--- config.mk ---
export PLATFORM = sky130hd
export DESIGN_NAME = mem_port_arbiter_flat
export DESIGN_NICKNAME = d
export VERILOG_FILES = /design/src/rtl/mem_port_arbiter_if.sv /design/src/rtl/mem_port_arbiter.sv /design/src/flat_wrapper.sv
export SDC_FILE = /design/constraint.sdc
export NUM_CORES = 1
export LEC_CHECK = 0
export ABC_AREA = 1
export ABC_CLOCK_PERIOD_IN_PS = 2200
export BUFFER_PORTS_ARGS = -buffer_cell sky130_fd_sc_hd__buf_2
export CORE_AREA = 10 10 113 166
export DETAILED_ROUTE_END_ITERATION = 10
export DIE_AREA = 0 0 123 176
export PLACE_DENSITY = 0.73
export SETUP_SLACK_MARGIN = 0.05
export SLEW_MARGIN = 40
export SYNTH_ARGS = -nofsm -noshare
export SYNTH_HDL_FRONTEND = slang
export SYNTH_SLANG_ARGS = --single-unit
--- constraint.sdc ---
create_clock -name clk_i -period 2.2 [get_ports clk_i]
set_input_delay 0.22 -clock clk_i [delete_from_list [all_inputs] [get_ports clk_i]]
set_output_delay 0.22 -clock clk_i [all_outputs]
set_load 0.02 [all_outputs]
--- src/rtl/mem_port_arbiter_if.sv ---
// Bundle of the three requester channels and the single downstream memory port.
// The slave modport is the arbiter's view; the master modport is the view of
// whatever drives the requests and answers the memory side.
interface mem_port_arbiter_if #(
    parameter int AW = 32,
    parameter int DW = 32
);
    // Instruction read channel
    logic              inst_rden;
    logic [AW-1:0]     inst_raddr;
    logic              inst_cancel;
    logic              inst_rvalid;
    logic [DW-1:0]     inst_rdata;

    // Data read channel
    logic              data_rden;
    logic [AW-1:0]     data_raddr;
    logic              data_rvalid;
    logic [DW-1:0]     data_rdata;

    // Data write channel
    logic              data_wren;
    logic [AW-1:0]     data_waddr;
    logic [DW/8-1:0]   data_wstrb;
    logic [DW-1:0]     data_wdata;
    logic              data_wdone;

    // Downstream memory port
    logic              mem_req;
    logic              mem_we;
    logic [AW-1:0]     mem_addr;
    logic [DW/8-1:0]   mem_strb;
    logic [DW-1:0]     mem_wdata;
    logic              mem_ack;
    logic [DW-1:0]     mem_rdata;
    logic              mem_wait;

    modport slave (
        input  inst_rden, inst_raddr, inst_cancel,
        output inst_rvalid, inst_rdata,
        input  data_rden, data_raddr,
        output data_rvalid, data_rdata,
        input  data_wren, data_waddr, data_wstrb, data_wdata,
        output data_wdone,
        output mem_req, mem_we, mem_addr, mem_strb, mem_wdata, mem_wait,
        input  mem_ack, mem_rdata
    );

    modport master (
        output inst_rden, inst_raddr, inst_cancel,
        input  inst_rvalid, inst_rdata,
        output data_rden, data_raddr,
        input  data_rvalid, data_rdata,
        output data_wren, data_waddr, data_wstrb, data_wdata,
        input  data_wdone,
        input  mem_req, mem_we, mem_addr, mem_strb, mem_wdata, mem_wait,
        output mem_ack, mem_rdata
    );
endinterface

--- src/rtl/mem_port_arbiter.sv ---
// Three-way arbiter for a single-outstanding memory port.
// Priority write > data read > inst read, with a saturating streak counter that
// forces an inst grant after STARVE_LIMIT data grants made while fetch waited.
// A flush during an in-flight fetch lets the access finish but hides its result.
module mem_port_arbiter #(
    parameter int AW           = 32,
    parameter int DW           = 32,
    parameter int STARVE_LIMIT = 4      // legal range 1..15 (4-bit streak counter)
) (
    input  logic                clk_i,
    input  logic                rst_ni,
    mem_port_arbiter_if.slave   bus
);
    localparam int          SW    = DW / 8;
    localparam logic [3:0]  LIMIT = 4'(STARVE_LIMIT);

    typedef enum logic [2:0] {
        ST_IDLE,
        ST_BUSY_IR,
        ST_BUSY_DR,
        ST_BUSY_DW,
        ST_DONE
    } state_e;

    state_e            state_q, state_d;
    logic [3:0]        streak_q, streak_d;
    logic              cancel_q, cancel_d;

    logic              mem_req_q, mem_req_d;
    logic              mem_we_q, mem_we_d;
    logic [AW-1:0]     mem_addr_q, mem_addr_d;
    logic [SW-1:0]     mem_strb_q, mem_strb_d;
    logic [DW-1:0]     mem_wdata_q, mem_wdata_d;

    logic              inst_rvalid_q, inst_rvalid_d;
    logic [DW-1:0]     inst_rdata_q, inst_rdata_d;
    logic              data_rvalid_q, data_rvalid_d;
    logic [DW-1:0]     data_rdata_q, data_rdata_d;
    logic              data_wdone_q, data_wdone_d;

    logic              inst_ok;

    // A fetch is only eligible when it is not being flushed this cycle.
    assign inst_ok = bus.inst_rden & ~bus.inst_cancel;

    // Next-state, grant selection, issue capture and completion handling.
    always_comb begin
        state_d       = state_q;
        streak_d      = streak_q;
        cancel_d      = cancel_q;
        mem_req_d     = mem_req_q;
        mem_we_d      = mem_we_q;
        mem_addr_d    = mem_addr_q;
        mem_strb_d    = mem_strb_q;
        mem_wdata_d   = mem_wdata_q;
        inst_rvalid_d = 1'b0;
        inst_rdata_d  = inst_rdata_q;
        data_rvalid_d = 1'b0;
        data_rdata_d  = data_rdata_q;
        data_wdone_d  = 1'b0;

        case (state_q)
            ST_IDLE: begin
                cancel_d = 1'b0;

                if (inst_ok && (streak_q == LIMIT)) begin
                    state_d = ST_BUSY_IR;
                end else if (bus.data_wren) begin
                    state_d = ST_BUSY_DW;
                end else if (bus.data_rden) begin
                    state_d = ST_BUSY_DR;
                end else if (inst_ok) begin
                    state_d = ST_BUSY_IR;
                end

                // Streak counts data grants that overtook a waiting fetch.
                if ((state_d == ST_BUSY_IR) || !bus.inst_rden) begin
                    streak_d = 4'd0;
                end else if ((state_d != ST_IDLE) && (streak_q < LIMIT)) begin
                    streak_d = streak_q + 4'd1;
                end

                // Capture the granted request onto the memory port.
                case (state_d)
                    ST_BUSY_IR: begin
                        mem_req_d   = 1'b1;
                        mem_we_d    = 1'b0;
                        mem_addr_d  = bus.inst_raddr;
                        mem_strb_d  = '1;
                        mem_wdata_d = '0;
                    end
                    ST_BUSY_DR: begin
                        mem_req_d   = 1'b1;
                        mem_we_d    = 1'b0;
                        mem_addr_d  = bus.data_raddr;
                        mem_strb_d  = '1;
                        mem_wdata_d = '0;
                    end
                    ST_BUSY_DW: begin
                        mem_req_d   = 1'b1;
                        mem_we_d    = 1'b1;
                        mem_addr_d  = bus.data_waddr;
                        mem_strb_d  = bus.data_wstrb;
                        mem_wdata_d = bus.data_wdata;
                    end
                    default: ;
                endcase
            end

            ST_BUSY_IR: begin
                if (bus.inst_cancel) begin
                    cancel_d = 1'b1;
                end
                if (bus.mem_ack) begin
                    mem_req_d = 1'b0;
                    state_d   = ST_DONE;
                    // A flush seen at any point of the access (including the
                    // ack cycle) discards the returned instruction.
                    if (!(cancel_q || bus.inst_cancel)) begin
                        inst_rvalid_d = 1'b1;
                        inst_rdata_d  = bus.mem_rdata;
                    end
                end
            end

            ST_BUSY_DR: begin
                if (bus.mem_ack) begin
                    mem_req_d     = 1'b0;
                    state_d       = ST_DONE;
                    data_rvalid_d = 1'b1;
                    data_rdata_d  = bus.mem_rdata;
                end
            end

            ST_BUSY_DW: begin
                if (bus.mem_ack) begin
                    mem_req_d    = 1'b0;
                    state_d      = ST_DONE;
                    data_wdone_d = 1'b1;
                end
            end

            ST_DONE: begin
                cancel_d = 1'b0;
                state_d  = ST_IDLE;
            end

            default: begin
                state_d = ST_IDLE;
            end
        endcase
    end

    // State and output registers; reset drops an in-progress request at once.
    always_ff @(posedge clk_i or negedge rst_ni) begin
        if (!rst_ni) begin
            state_q       <= ST_IDLE;
            streak_q      <= 4'd0;
            cancel_q      <= 1'b0;
            mem_req_q     <= 1'b0;
            mem_we_q      <= 1'b0;
            mem_addr_q    <= '0;
            mem_strb_q    <= '0;
            mem_wdata_q   <= '0;
            inst_rvalid_q <= 1'b0;
            inst_rdata_q  <= '0;
            data_rvalid_q <= 1'b0;
            data_rdata_q  <= '0;
            data_wdone_q  <= 1'b0;
        end else begin
            state_q       <= state_d;
            streak_q      <= streak_d;
            cancel_q      <= cancel_d;
            mem_req_q     <= mem_req_d;
            mem_we_q      <= mem_we_d;
            mem_addr_q    <= mem_addr_d;
            mem_strb_q    <= mem_strb_d;
            mem_wdata_q   <= mem_wdata_d;
            inst_rvalid_q <= inst_rvalid_d;
            inst_rdata_q  <= inst_rdata_d;
            data_rvalid_q <= data_rvalid_d;
            data_rdata_q  <= data_rdata_d;
            data_wdone_q  <= data_wdone_d;
        end
    end

    assign bus.mem_req     = mem_req_q;
    assign bus.mem_we      = mem_we_q;
    assign bus.mem_addr    = mem_addr_q;
    assign bus.mem_strb    = mem_strb_q;
    assign bus.mem_wdata   = mem_wdata_q;
    assign bus.mem_wait    = (state_q != ST_IDLE);
    assign bus.inst_rvalid = inst_rvalid_q;
    assign bus.inst_rdata  = inst_rdata_q;
    assign bus.data_rvalid = data_rvalid_q;
    assign bus.data_rdata  = data_rdata_q;
    assign bus.data_wdone  = data_wdone_q;

endmodule

--- src/flat_wrapper.sv ---
// flat-port wrapper written by rule: the top's interface ports become plain ports
module mem_port_arbiter_flat 
#(
    parameter int AW           = 32,
    parameter int DW           = 32,
    parameter int STARVE_LIMIT = 4                                                 
)
  (clk_i, rst_ni, bus_inst_rden, bus_inst_raddr, bus_inst_cancel, bus_inst_rvalid, bus_inst_rdata, bus_data_rden, bus_data_raddr, bus_data_rvalid, bus_data_rdata, bus_data_wren, bus_data_waddr, bus_data_wstrb, bus_data_wdata, bus_data_wdone, bus_mem_req, bus_mem_we, bus_mem_addr, bus_mem_strb, bus_mem_wdata, bus_mem_wait, bus_mem_ack, bus_mem_rdata);
  mem_port_arbiter_if #(.AW(AW), .DW(DW)) bus_i ();
  input  logic clk_i;
  input  logic rst_ni;
  input wire logic [$bits(bus_i.inst_rden)-1:0] bus_inst_rden;
  input wire logic [$bits(bus_i.inst_raddr)-1:0] bus_inst_raddr;
  input wire logic [$bits(bus_i.inst_cancel)-1:0] bus_inst_cancel;
  output wire logic [$bits(bus_i.inst_rvalid)-1:0] bus_inst_rvalid;
  output wire logic [$bits(bus_i.inst_rdata)-1:0] bus_inst_rdata;
  input wire logic [$bits(bus_i.data_rden)-1:0] bus_data_rden;
  input wire logic [$bits(bus_i.data_raddr)-1:0] bus_data_raddr;
  output wire logic [$bits(bus_i.data_rvalid)-1:0] bus_data_rvalid;
  output wire logic [$bits(bus_i.data_rdata)-1:0] bus_data_rdata;
  input wire logic [$bits(bus_i.data_wren)-1:0] bus_data_wren;
  input wire logic [$bits(bus_i.data_waddr)-1:0] bus_data_waddr;
  input wire logic [$bits(bus_i.data_wstrb)-1:0] bus_data_wstrb;
  input wire logic [$bits(bus_i.data_wdata)-1:0] bus_data_wdata;
  output wire logic [$bits(bus_i.data_wdone)-1:0] bus_data_wdone;
  output wire logic [$bits(bus_i.mem_req)-1:0] bus_mem_req;
  output wire logic [$bits(bus_i.mem_we)-1:0] bus_mem_we;
  output wire logic [$bits(bus_i.mem_addr)-1:0] bus_mem_addr;
  output wire logic [$bits(bus_i.mem_strb)-1:0] bus_mem_strb;
  output wire logic [$bits(bus_i.mem_wdata)-1:0] bus_mem_wdata;
  output wire logic [$bits(bus_i.mem_wait)-1:0] bus_mem_wait;
  input wire logic [$bits(bus_i.mem_ack)-1:0] bus_mem_ack;
  input wire logic [$bits(bus_i.mem_rdata)-1:0] bus_mem_rdata;
  assign bus_i.inst_rden = bus_inst_rden;
  assign bus_i.inst_raddr = bus_inst_raddr;
  assign bus_i.inst_cancel = bus_inst_cancel;
  assign bus_inst_rvalid = bus_i.inst_rvalid;
  assign bus_inst_rdata = bus_i.inst_rdata;
  assign bus_i.data_rden = bus_data_rden;
  assign bus_i.data_raddr = bus_data_raddr;
  assign bus_data_rvalid = bus_i.data_rvalid;
  assign bus_data_rdata = bus_i.data_rdata;
  assign bus_i.data_wren = bus_data_wren;
  assign bus_i.data_waddr = bus_data_waddr;
  assign bus_i.data_wstrb = bus_data_wstrb;
  assign bus_i.data_wdata = bus_data_wdata;
  assign bus_data_wdone = bus_i.data_wdone;
  assign bus_mem_req = bus_i.mem_req;
  assign bus_mem_we = bus_i.mem_we;
  assign bus_mem_addr = bus_i.mem_addr;
  assign bus_mem_strb = bus_i.mem_strb;
  assign bus_mem_wdata = bus_i.mem_wdata;
  assign bus_mem_wait = bus_i.mem_wait;
  assign bus_i.mem_ack = bus_mem_ack;
  assign bus_i.mem_rdata = bus_mem_rdata;
  mem_port_arbiter #(.AW(AW), .DW(DW), .STARVE_LIMIT(STARVE_LIMIT)) u_core (.clk_i(clk_i), .rst_ni(rst_ni), .bus(bus_i));
endmodule
==> impl_metrics.xml, run 1 <==
<?xml version="1.0" encoding="UTF-8"?>
<metrics>
  <group name="synth">
    <metric name="combinational_family_with_the_most_area_after_synthesis" unit="">simple AND/OR/NAND/NOR gates</metric>
    <metric name="number_of_enable_type_register_cells_in_the_synthesized_netlist" unit="">0</metric>
    <metric name="synth_area_in_xor_xnor" unit="">0</metric>
    <metric name="synth_cells" unit="">751</metric>
    <metric name="synth_most_common_cell" unit="">sky130_fd_sc_hd__nand2_1</metric>
    <metric name="ys_top_cells_by_count" unit="">371 x sky130_fd_sc_hd__nand2_1, 145 x sky130_fd_sc_hd__dfrtp_1, 67 x sky130_fd_sc_hd__o21ai_0</metric>
    <metric name="ys_seq_area_frac" unit="">0.586</metric>
    <metric name="synth_compound_area_frac" unit="">0.0572</metric>
    <metric name="synth_adder_area_share" unit="">0.00404</metric>
    <metric name="ys.flop_type" unit="">sky130_fd_sc_hd__dfrtp_1</metric>
    <metric name="synth_cell_type_count" unit="">24</metric>
    <metric name="synth.cell_area" unit="mm^2">0.00619</metric>
    <metric name="post_synth.cell_area_avg" unit="um^2">8.24</metric>
    <metric name="synth-warning-count" unit="">0</metric>
    <metric name="postSynthNetCount" unit="">924</metric>
    <metric name="synth.mux.area_fraction" unit="">0</metric>
    <metric name="netlist.top_cell.by_area" unit="">sky130_fd_sc_hd__dfrtp_1</metric>
    <metric name="async_set_reset_flop_share_out_of_synthesis" unit="">1.00</metric>
    <metric name="synth_top_cells_by_area" unit="">sky130_fd_sc_hd__dfrtp_1 59%, sky130_fd_sc_hd__nand2_1 22%, sky130_fd_sc_hd__o21ai_0 5.4%, sky130_fd_sc_hd__nand3_1 3.4%, sky130_fd_sc_hd__inv_1 3.0%</metric>
    <metric name="synth.ff_latch_count" unit="">145</metric>
    <metric name="yosysTopAreaCellShare" unit="">0.586</metric>
    <metric name="post_synthesis_share_of_cell_area_spent_on_and_or_nand_and_nor_gates" unit="">0.289</metric>
  </group>
  <group name="clocking">
    <metric name="cts_max_level" unit="">4</metric>
    <metric name="root_buffer" unit="">sky130_fd_sc_hd__clkbuf_16</metric>
    <metric name="post_cts_resized" unit="">0</metric>
    <metric name="clkSlewWorstSetupHoldPaths" unit="ps">60</metric>
    <metric name="cts_inserted_buffers" unit="">17</metric>
    <metric name="cts_sinks" unit="">145</metric>
    <metric name="cts_tree" unit="">done</metric>
    <metric name="clkLatencyLatePin" unit="ps">410</metric>
    <metric name="cts_max_path_bufs" unit="">2</metric>
  </group>
  <group name="final_layout">
    <metric name="register_area" unit="mm^2">0.00363</metric>
    <metric name="total_of_fill_cells_in_the_finished_design" unit="">1538</metric>
    <metric name="num-nets-final" unit="">1244</metric>
    <metric name="syn_to_final_growth" unit="%">41.3</metric>
    <metric name="drive_gt1_frac" unit="">0.340</metric>
    <metric name="multi_input_comb_area" unit="mm^2">0.00217</metric>
    <metric name="layout.core_utilization" unit="">0.550</metric>
  </group>
  <group name="floorplanning">
    <metric name="die_boundary_height" unit="um">176</metric>
    <metric name="ios" unit="">309</metric>
    <metric name="die_width" unit="um">123</metric>
    <metric name="floorplan.die_area" unit="mm^2">0.0216</metric>
    <metric name="core_region_area" unit="mm^2">0.0159</metric>
    <metric name="initial_utilization" unit="">0.389</metric>
    <metric name="floorplan.rows" unit="">57</metric>
  </group>
  <group name="timing">
    <metric name="fmaxAchievable" unit="MHz">521</metric>
    <metric name="final.min_clock_period" unit="ps">1920</metric>
    <metric name="setup_viol" unit="">0</metric>
    <metric name="hold_violations" unit="">0</metric>
    <metric name="slew_viol_final" unit="">0</metric>
    <metric name="slew_headroom" unit="">0.671</metric>
    <metric name="post-route-period-util" unit="">0.872</metric>
    <metric name="setup_tns" unit="ps">0</metric>
    <metric name="tightestPinTransition" unit="ps">493</metric>
    <metric name="rsz0062_at_grt" unit="">false</metric>
    <metric name="worst_clock_skew" unit="ps">11.7</metric>
  </group>
  <group name="setup_path">
    <metric name="crit-reg2reg-launch" unit="">u_core.streak_q[0]</metric>
    <metric name="timing.setup.critical_path_class" unit="">register to register</metric>
    <metric name="critPathMaxFanout" unit="">18</metric>
    <metric name="worstSetupStartpointType" unit="">register</metric>
    <metric name="crit_start" unit="">u_core.streak_q[0]</metric>
    <metric name="crit_path_end_kind" unit="">register</metric>
    <metric name="cp.arrival" unit="ps">2260</metric>
    <metric name="crit_required" unit="ps">2540</metric>
  </group>
  <group name="detailed_routing">
    <metric name="ant_nets" unit="">0</metric>
    <metric name="drt-pass1-iter-count" unit="">4</metric>
    <metric name="drc" unit="">0</metric>
    <metric name="drt-initial-drc-count" unit="">361</metric>
    <metric name="dr_vias_cell" unit="">4.55</metric>
    <metric name="num_vias" unit="">5877</metric>
    <metric name="drt-wirelength-per-cell" unit="um">15.7</metric>
    <metric name="drt-total-wl" unit="um">20300</metric>
  </group>
  <group name="global_routing">
    <metric name="antenna_violations_before_repair" unit="">1</metric>
    <metric name="gr_usage_total" unit="">0.184</metric>
    <metric name="first_global_vias" unit="">6058</metric>
    <metric name="gr_met1_demand_resource" unit="">0.198</metric>
    <metric name="grt_max_degree" unit="">66</metric>
    <metric name="global_route.usage.met2" unit="">0.308</metric>
    <metric name="grt_busiest_layer" unit="">met2</metric>
    <metric name="grt.overflow.total" unit="">0</metric>
    <metric name="gr-usage-met3" unit="">0.0844</metric>
    <metric name="wire_length_of_the_first_global_routing_pass" unit="um">31900</metric>
  </group>
  <group name="status">
    <metric name="outcome" unit="">finished clean</metric>
  </group>
  <group name="pwr">
    <metric name="worst_ir_drop_vdd" unit="V">0.000705</metric>
    <metric name="finalPower" unit="mW">13.5</metric>
    <metric name="power_density" unit="mW/mm^2">1540</metric>
    <metric name="power.leakage" unit="nW">5.10</metric>
  </group>
  <group name="worst_hold_path">
    <metric name="hold_path.startpoint" unit="">bus_data_wdata[4]</metric>
    <metric name="hold_class" unit="">input port to register</metric>
  </group>
  <group name="place">
    <metric name="gpl.final_weighted_congestion" unit="">0.957</metric>
    <metric name="input_output_buffers" unit="">308</metric>
    <metric name="post-dp-hpwl" unit="um">15500</metric>
  </group>
  <group name="run">
    <metric name="maxCapViolations" unit="">0</metric>
  </group>
</metrics>
## sequential cells by signal, summed over array words and instances, names as in the netlist
register,count
u_core.cancel_q,1
u_core.bus.mem_strb,4
u_core.bus.data_rdata,32
u_core.bus.mem_wdata,32
u_core.bus.mem_addr,32
u_core.state_q,3
u_core.bus.mem_req,1
u_core.bus.mem_we,1
u_core.bus.inst_rvalid,1
u_core.bus.inst_rdata,32
u_core.bus.data_wdone,1
u_core.streak_q,4
u_core.bus.data_rvalid,1
## worst max-delay path, stage by stage, from the launching register on
cell                      delay, ps
sky130_fd_sc_hd__dfrtp_1        380
sky130_fd_sc_hd__inv_1           70
sky130_fd_sc_hd__ha_1           190
sky130_fd_sc_hd__nand2_1         50
sky130_fd_sc_hd__nor2_1          40
sky130_fd_sc_hd__nand2_2        100
sky130_fd_sc_hd__nand3_4        220
sky130_fd_sc_hd__nor2_8         230
sky130_fd_sc_hd__nand2_4         90
sky130_fd_sc_hd__inv_2           90
sky130_fd_sc_hd__buf_4          230
sky130_fd_sc_hd__nand2_1         80
sky130_fd_sc_hd__nand2_1         70
## logic make-up (layout without fill, tap and decap cells)
logic type	after synthesis	in the layout
buffers and inverters	90	423
other	0	1
DFF	145	145
and+or+nand+nor	444	444
AOI/OAI and AO/OA	70	70
adders and majority gates	2	2
## timing repair
action / in CTS / in global routing
endpoints found under the hold margin: 60 / 0
buffers inserted: 0 / 0
hold buffers: 14 / 0
## stage by stage
stage,worst slack (ps),std cells,instance area (um^2),hold slack [ps]
2_1_floorplan,499,751,6190,-75.6
3_3_place_gp,345,1244,7990,208
3_5_place_dp,274,1244,7990,210
4_1_cts,256,1290,8740,0.114
5_1_grt,54.1,1290,8740,4.62
6_report,282,1291,8750,20.6
## per-layer routing
metal / vias to the layer above / part of all wire / wire length (um)
li1: 2956 / - / -
met1: 2631 / 0.36 / 7330
met2: 260 / 0.49 / 9880
met3: 30 / 0.13 / 2540
met4: 0 / 0.027 / 552
met5: - / 0 / 0
## path summary, 6_finish.rpt
kind                                                 end  slack, ps  cells after the start
worst max-delay path            u_core.bus.mem_wdata[13]        280                     12
worst min-delay path             u_core.bus.mem_wdata[4]         20                      3
worst max register to register  u_core.bus.mem_wdata[13]        280                     12
worst min register to register  u_core.bus.mem_wdata[23]        470                      2
max in group asynchronous         u_core.bus.data_rvalid       1210                      3
min in group asynchronous         u_core.bus.mem_addr[8]        330                      2
## placed cells by master, fill, tap and decap left out, drive strengths merged
cell type,count
buf,322
nor2,23
dfrtp,145
o32ai,1
ha,2
nor3,1
clkinv,2
bufinv,3
inv,60
nand3,44
o21ai,67
a21oi,2
dlygate4sd3,14
nand2,375
clkbuf,19
clkinvlp,3
nand4,1
diode,1
## where the power goes
group	internal [mW]	total [mW]	switching [mW]
logic	1.90	5.86	3.96
registers	3.92	4.59	0.665
clock network	1.84	3.02	1.18
total	7.66	13.5	5.80
## area by class of cell
cell class	instances	area share
Timing Repair Buffer	336	0.214
Inverter	55	0.0236
Antenna cell	1	0.000286
Clock inverter	13	0.0199
Clock buffer	19	0.0506
Tap cell	206	0.0295
Sequential cell	145	0.415
Multi-Input combinational cell	516	0.248
Note: power is estimated with default switching activity, not from simulation.
==> run 2, diff against run 1 <==
==> constraint.sdc (replaced) <==
create_clock -name clk_i -period 2.2 [get_ports clk_i]
set_input_delay 0.33 -clock clk_i [delete_from_list [all_inputs] [get_ports clk_i]]
set_output_delay 0.33 -clock clk_i [all_outputs]
set_load 0.02 [all_outputs]
==> run 2 against run 1 <==
  * Largest power group unchanged
  * Critical path depth grew 1
  * Clock-buffer cell count shrank 2
  * Hold slack gained 95 ps
  * Worst setup slack lost 45 ps
  * Core utilization shrank 0.77 points
  * Final area shrank 1.4%
  * Combinational power is essentially flat
  * Critical path type unchanged
  * Power shrank 1.0%
  * Die area is the same
==> impl_metrics.xml, run 2 (synthesis results as in run 1) <==
<?xml version="1.0" encoding="UTF-8"?>
<metrics>
  <group name="final_layout">
    <metric name="multi_input_comb_area" unit="mm^2">0.00217</metric>
    <metric name="final_cell_mix" unit="">371 x sky130_fd_sc_hd__nand2_1, 307 x sky130_fd_sc_hd__buf_2, 145 x sky130_fd_sc_hd__dfrtp_1</metric>
    <metric name="layout.core_utilization" unit="">0.542</metric>
    <metric name="drive_gt1_frac" unit="">0.348</metric>
    <metric name="syn_to_final_growth" unit="%">39.3</metric>
    <metric name="num-nets-final" unit="">1235</metric>
    <metric name="total_of_fill_cells_in_the_finished_design" unit="">1551</metric>
    <metric name="register_area" unit="mm^2">0.00363</metric>
    <metric name="layout_commonest_cell" unit="">sky130_fd_sc_hd__nand2_1</metric>
    <metric name="stdcell_count" unit="">1283</metric>
  </group>
  <group name="setup_path">
    <metric name="critical_path.cell_chain" unit="">inv_1, ha_1, nand2_1, nor2_1, nand2_2, nand3_4, buf_4, nor2_2, buf_4, nand2_1, nand2_1, nand2_1, nand3_1</metric>
    <metric name="critPathMaxFanout" unit="">24</metric>
    <metric name="crit_path_end_kind" unit="">register</metric>
    <metric name="timing.setup.critical_path_class" unit="">register to register</metric>
    <metric name="worstSetupStartpointType" unit="">register</metric>
    <metric name="cp_slowest_stage_delay" unit="ps">400</metric>
    <metric name="cpMaxStageDelayCell" unit="">sky130_fd_sc_hd__dfrtp_1</metric>
    <metric name="path_common_cell" unit="">sky130_fd_sc_hd__nand2_1</metric>
    <metric name="cp.arrival" unit="ps">2240</metric>
    <metric name="crit_required" unit="ps">2480</metric>
  </group>
  <group name="detailed_routing">
    <metric name="ant_nets" unit="">0</metric>
    <metric name="drt-pass1-iter-count" unit="">5</metric>
    <metric name="drt-wirelength-per-cell" unit="um">16.0</metric>
    <metric name="dr_vias_cell" unit="">4.61</metric>
    <metric name="drt-total-wl" unit="um">20500</metric>
    <metric name="drc" unit="">0</metric>
    <metric name="num_vias" unit="">5913</metric>
    <metric name="drt-initial-drc-count" unit="">333</metric>
  </group>
  <group name="clocking">
    <metric name="root_buffer" unit="">sky130_fd_sc_hd__clkbuf_16</metric>
    <metric name="clkSlewWorstSetupHoldPaths" unit="ps">70</metric>
    <metric name="cts_tree" unit="">done</metric>
    <metric name="cts_max_path_bufs" unit="">2</metric>
    <metric name="cts_inserted_buffers" unit="">17</metric>
    <metric name="clkLatencyLatePin" unit="ps">410</metric>
    <metric name="cts_max_level" unit="">4</metric>
    <metric name="cts_sinks" unit="">145</metric>
    <metric name="post_cts_resized" unit="">0</metric>
  </group>
  <group name="floorplanning">
    <metric name="floorplan.die_area" unit="mm^2">0.0216</metric>
    <metric name="ios" unit="">309</metric>
    <metric name="die_boundary_height" unit="um">176</metric>
    <metric name="initial_utilization" unit="">0.389</metric>
    <metric name="die_width" unit="um">123</metric>
    <metric name="core_region_area" unit="mm^2">0.0159</metric>
    <metric name="floorplan.rows" unit="">57</metric>
  </group>
  <group name="status">
    <metric name="outcome" unit="">finished clean</metric>
  </group>
  <group name="pwr">
    <metric name="finalPower" unit="mW">13.3</metric>
    <metric name="power.leakage" unit="nW">5.05</metric>
    <metric name="power_density" unit="mW/mm^2">1550</metric>
    <metric name="worst_ir_drop_vdd" unit="V">0.000781</metric>
  </group>
  <group name="timing">
    <metric name="slew_headroom" unit="">0.646</metric>
    <metric name="worst_clock_skew" unit="ps">14.0</metric>
    <metric name="setup_viol" unit="">0</metric>
    <metric name="rsz0062_at_grt" unit="">false</metric>
    <metric name="final.hold.worst_slack" unit="ps">115</metric>
    <metric name="tightestPinTransition" unit="ps">531</metric>
    <metric name="slew_viol_final" unit="">0</metric>
    <metric name="hold_violations" unit="">0</metric>
    <metric name="final.min_clock_period" unit="ps">1960</metric>
    <metric name="post-route-period-util" unit="">0.892</metric>
    <metric name="fmaxAchievable" unit="MHz">509</metric>
    <metric name="setup_tns" unit="ps">0</metric>
  </group>
  <group name="place">
    <metric name="placedCellCount" unit="">1248</metric>
    <metric name="gpl.final_weighted_congestion" unit="">0.934</metric>
    <metric name="input_output_buffers" unit="">308</metric>
    <metric name="post-dp-hpwl" unit="um">16000</metric>
  </group>
  <group name="worst_hold_path">
    <metric name="hold_class" unit="">input port to register</metric>
  </group>
  <group name="global_routing">
    <metric name="first_global_vias" unit="">6083</metric>
    <metric name="gr_usage_total" unit="">0.183</metric>
    <metric name="antenna_violations_before_repair" unit="">2</metric>
    <metric name="grt.overflow.total" unit="">0</metric>
    <metric name="grt_max_degree" unit="">66</metric>
    <metric name="wire_length_of_the_first_global_routing_pass" unit="um">31800</metric>
  </group>
  <group name="run">
    <metric name="maxCapViolations" unit="">0</metric>
  </group>
</metrics>
run 2: cell types whose count changed in the layout (fill, tap and decap cells not counted), sizes merged, moves of 2 or more:
cell | before | now
bufinv | 3 | 0
buf | 322 | 326
inv | 60 | 64
clkbuf | 19 | 17
dlygate4sd3 | 14 | 1
clkinv | 2 | 4
run 2: final cells by class:
type                       count  share of cell area
clock buffer                  17              0.0493
clock inverter                15              0.0193
tap                          206              0.0299
inverter                      55              0.0239
antenna                        2            0.000580
sequential                   145               0.421
timing repair buffer         327               0.205
multi-input combinational    516               0.251
run 2: worst paths after layout:
check,from,endpoint,slack (ps),depth (start not counted)
min reg2reg,u_core.bus.mem_wdata[15],u_core.bus.mem_wdata[15],470,2
max,u_core.streak_q[0],u_core.bus.mem_addr[15],240,13
min in group asynchronous,rst_ni,u_core.bus.mem_wdata[6],470,2
min,bus_data_wdata[11],u_core.bus.mem_wdata[11],120,3
max in group asynchronous,rst_ni,u_core.bus.inst_rdata[8],1110,3
max reg2reg,u_core.streak_q[0],u_core.bus.mem_addr[15],240,13
run 2: worst max-delay path, delay by kind of cell (launching register included):
kind,cells,cell delay (ps)
buffers and inverters,3,520
AND/OR/NAND/NOR,9,800
flip-flops,1,400
adder cells (fa/ha/maj),1,140
run 2: repair_timing:
action | 4_1_cts | 5_1_grt
setup buffers | 0 | 0
hold endpoints to repair | 48 | 0
hold buffers | 1 | 0
endpoints found under the setup margin | 0 | 0
run 2: stage by stage:
step | area, um^2 | setup WS [ps]
6_report | 8620 | 237
5_1_grt | 8620 | 62.8
4_1_cts | 8620 | 238
3_5_place_dp | 8020 | 231
3_3_place_gp | 8020 | 285
2_1_floorplan | 6190 | 499
run 2: where the power goes:
group	internal, mW	total (mW)	leakage, nW	switching (mW)
sequential	3.92	4.59	1.83	0.668
clock	1.53	2.85	0.283	1.32
combinational	1.89	5.89	2.94	4.00
run 2: per-layer routing:
metal / up-vias / part of all wire / track usage
li1: 2943 / - / -
met1: 2698 / 0.36 / 0.200
met2: 246 / 0.49 / 0.308
met3: 26 / 0.12 / 0.0825
met4: 0 / 0.022 / 0.0599
met5: - / 0 / 0
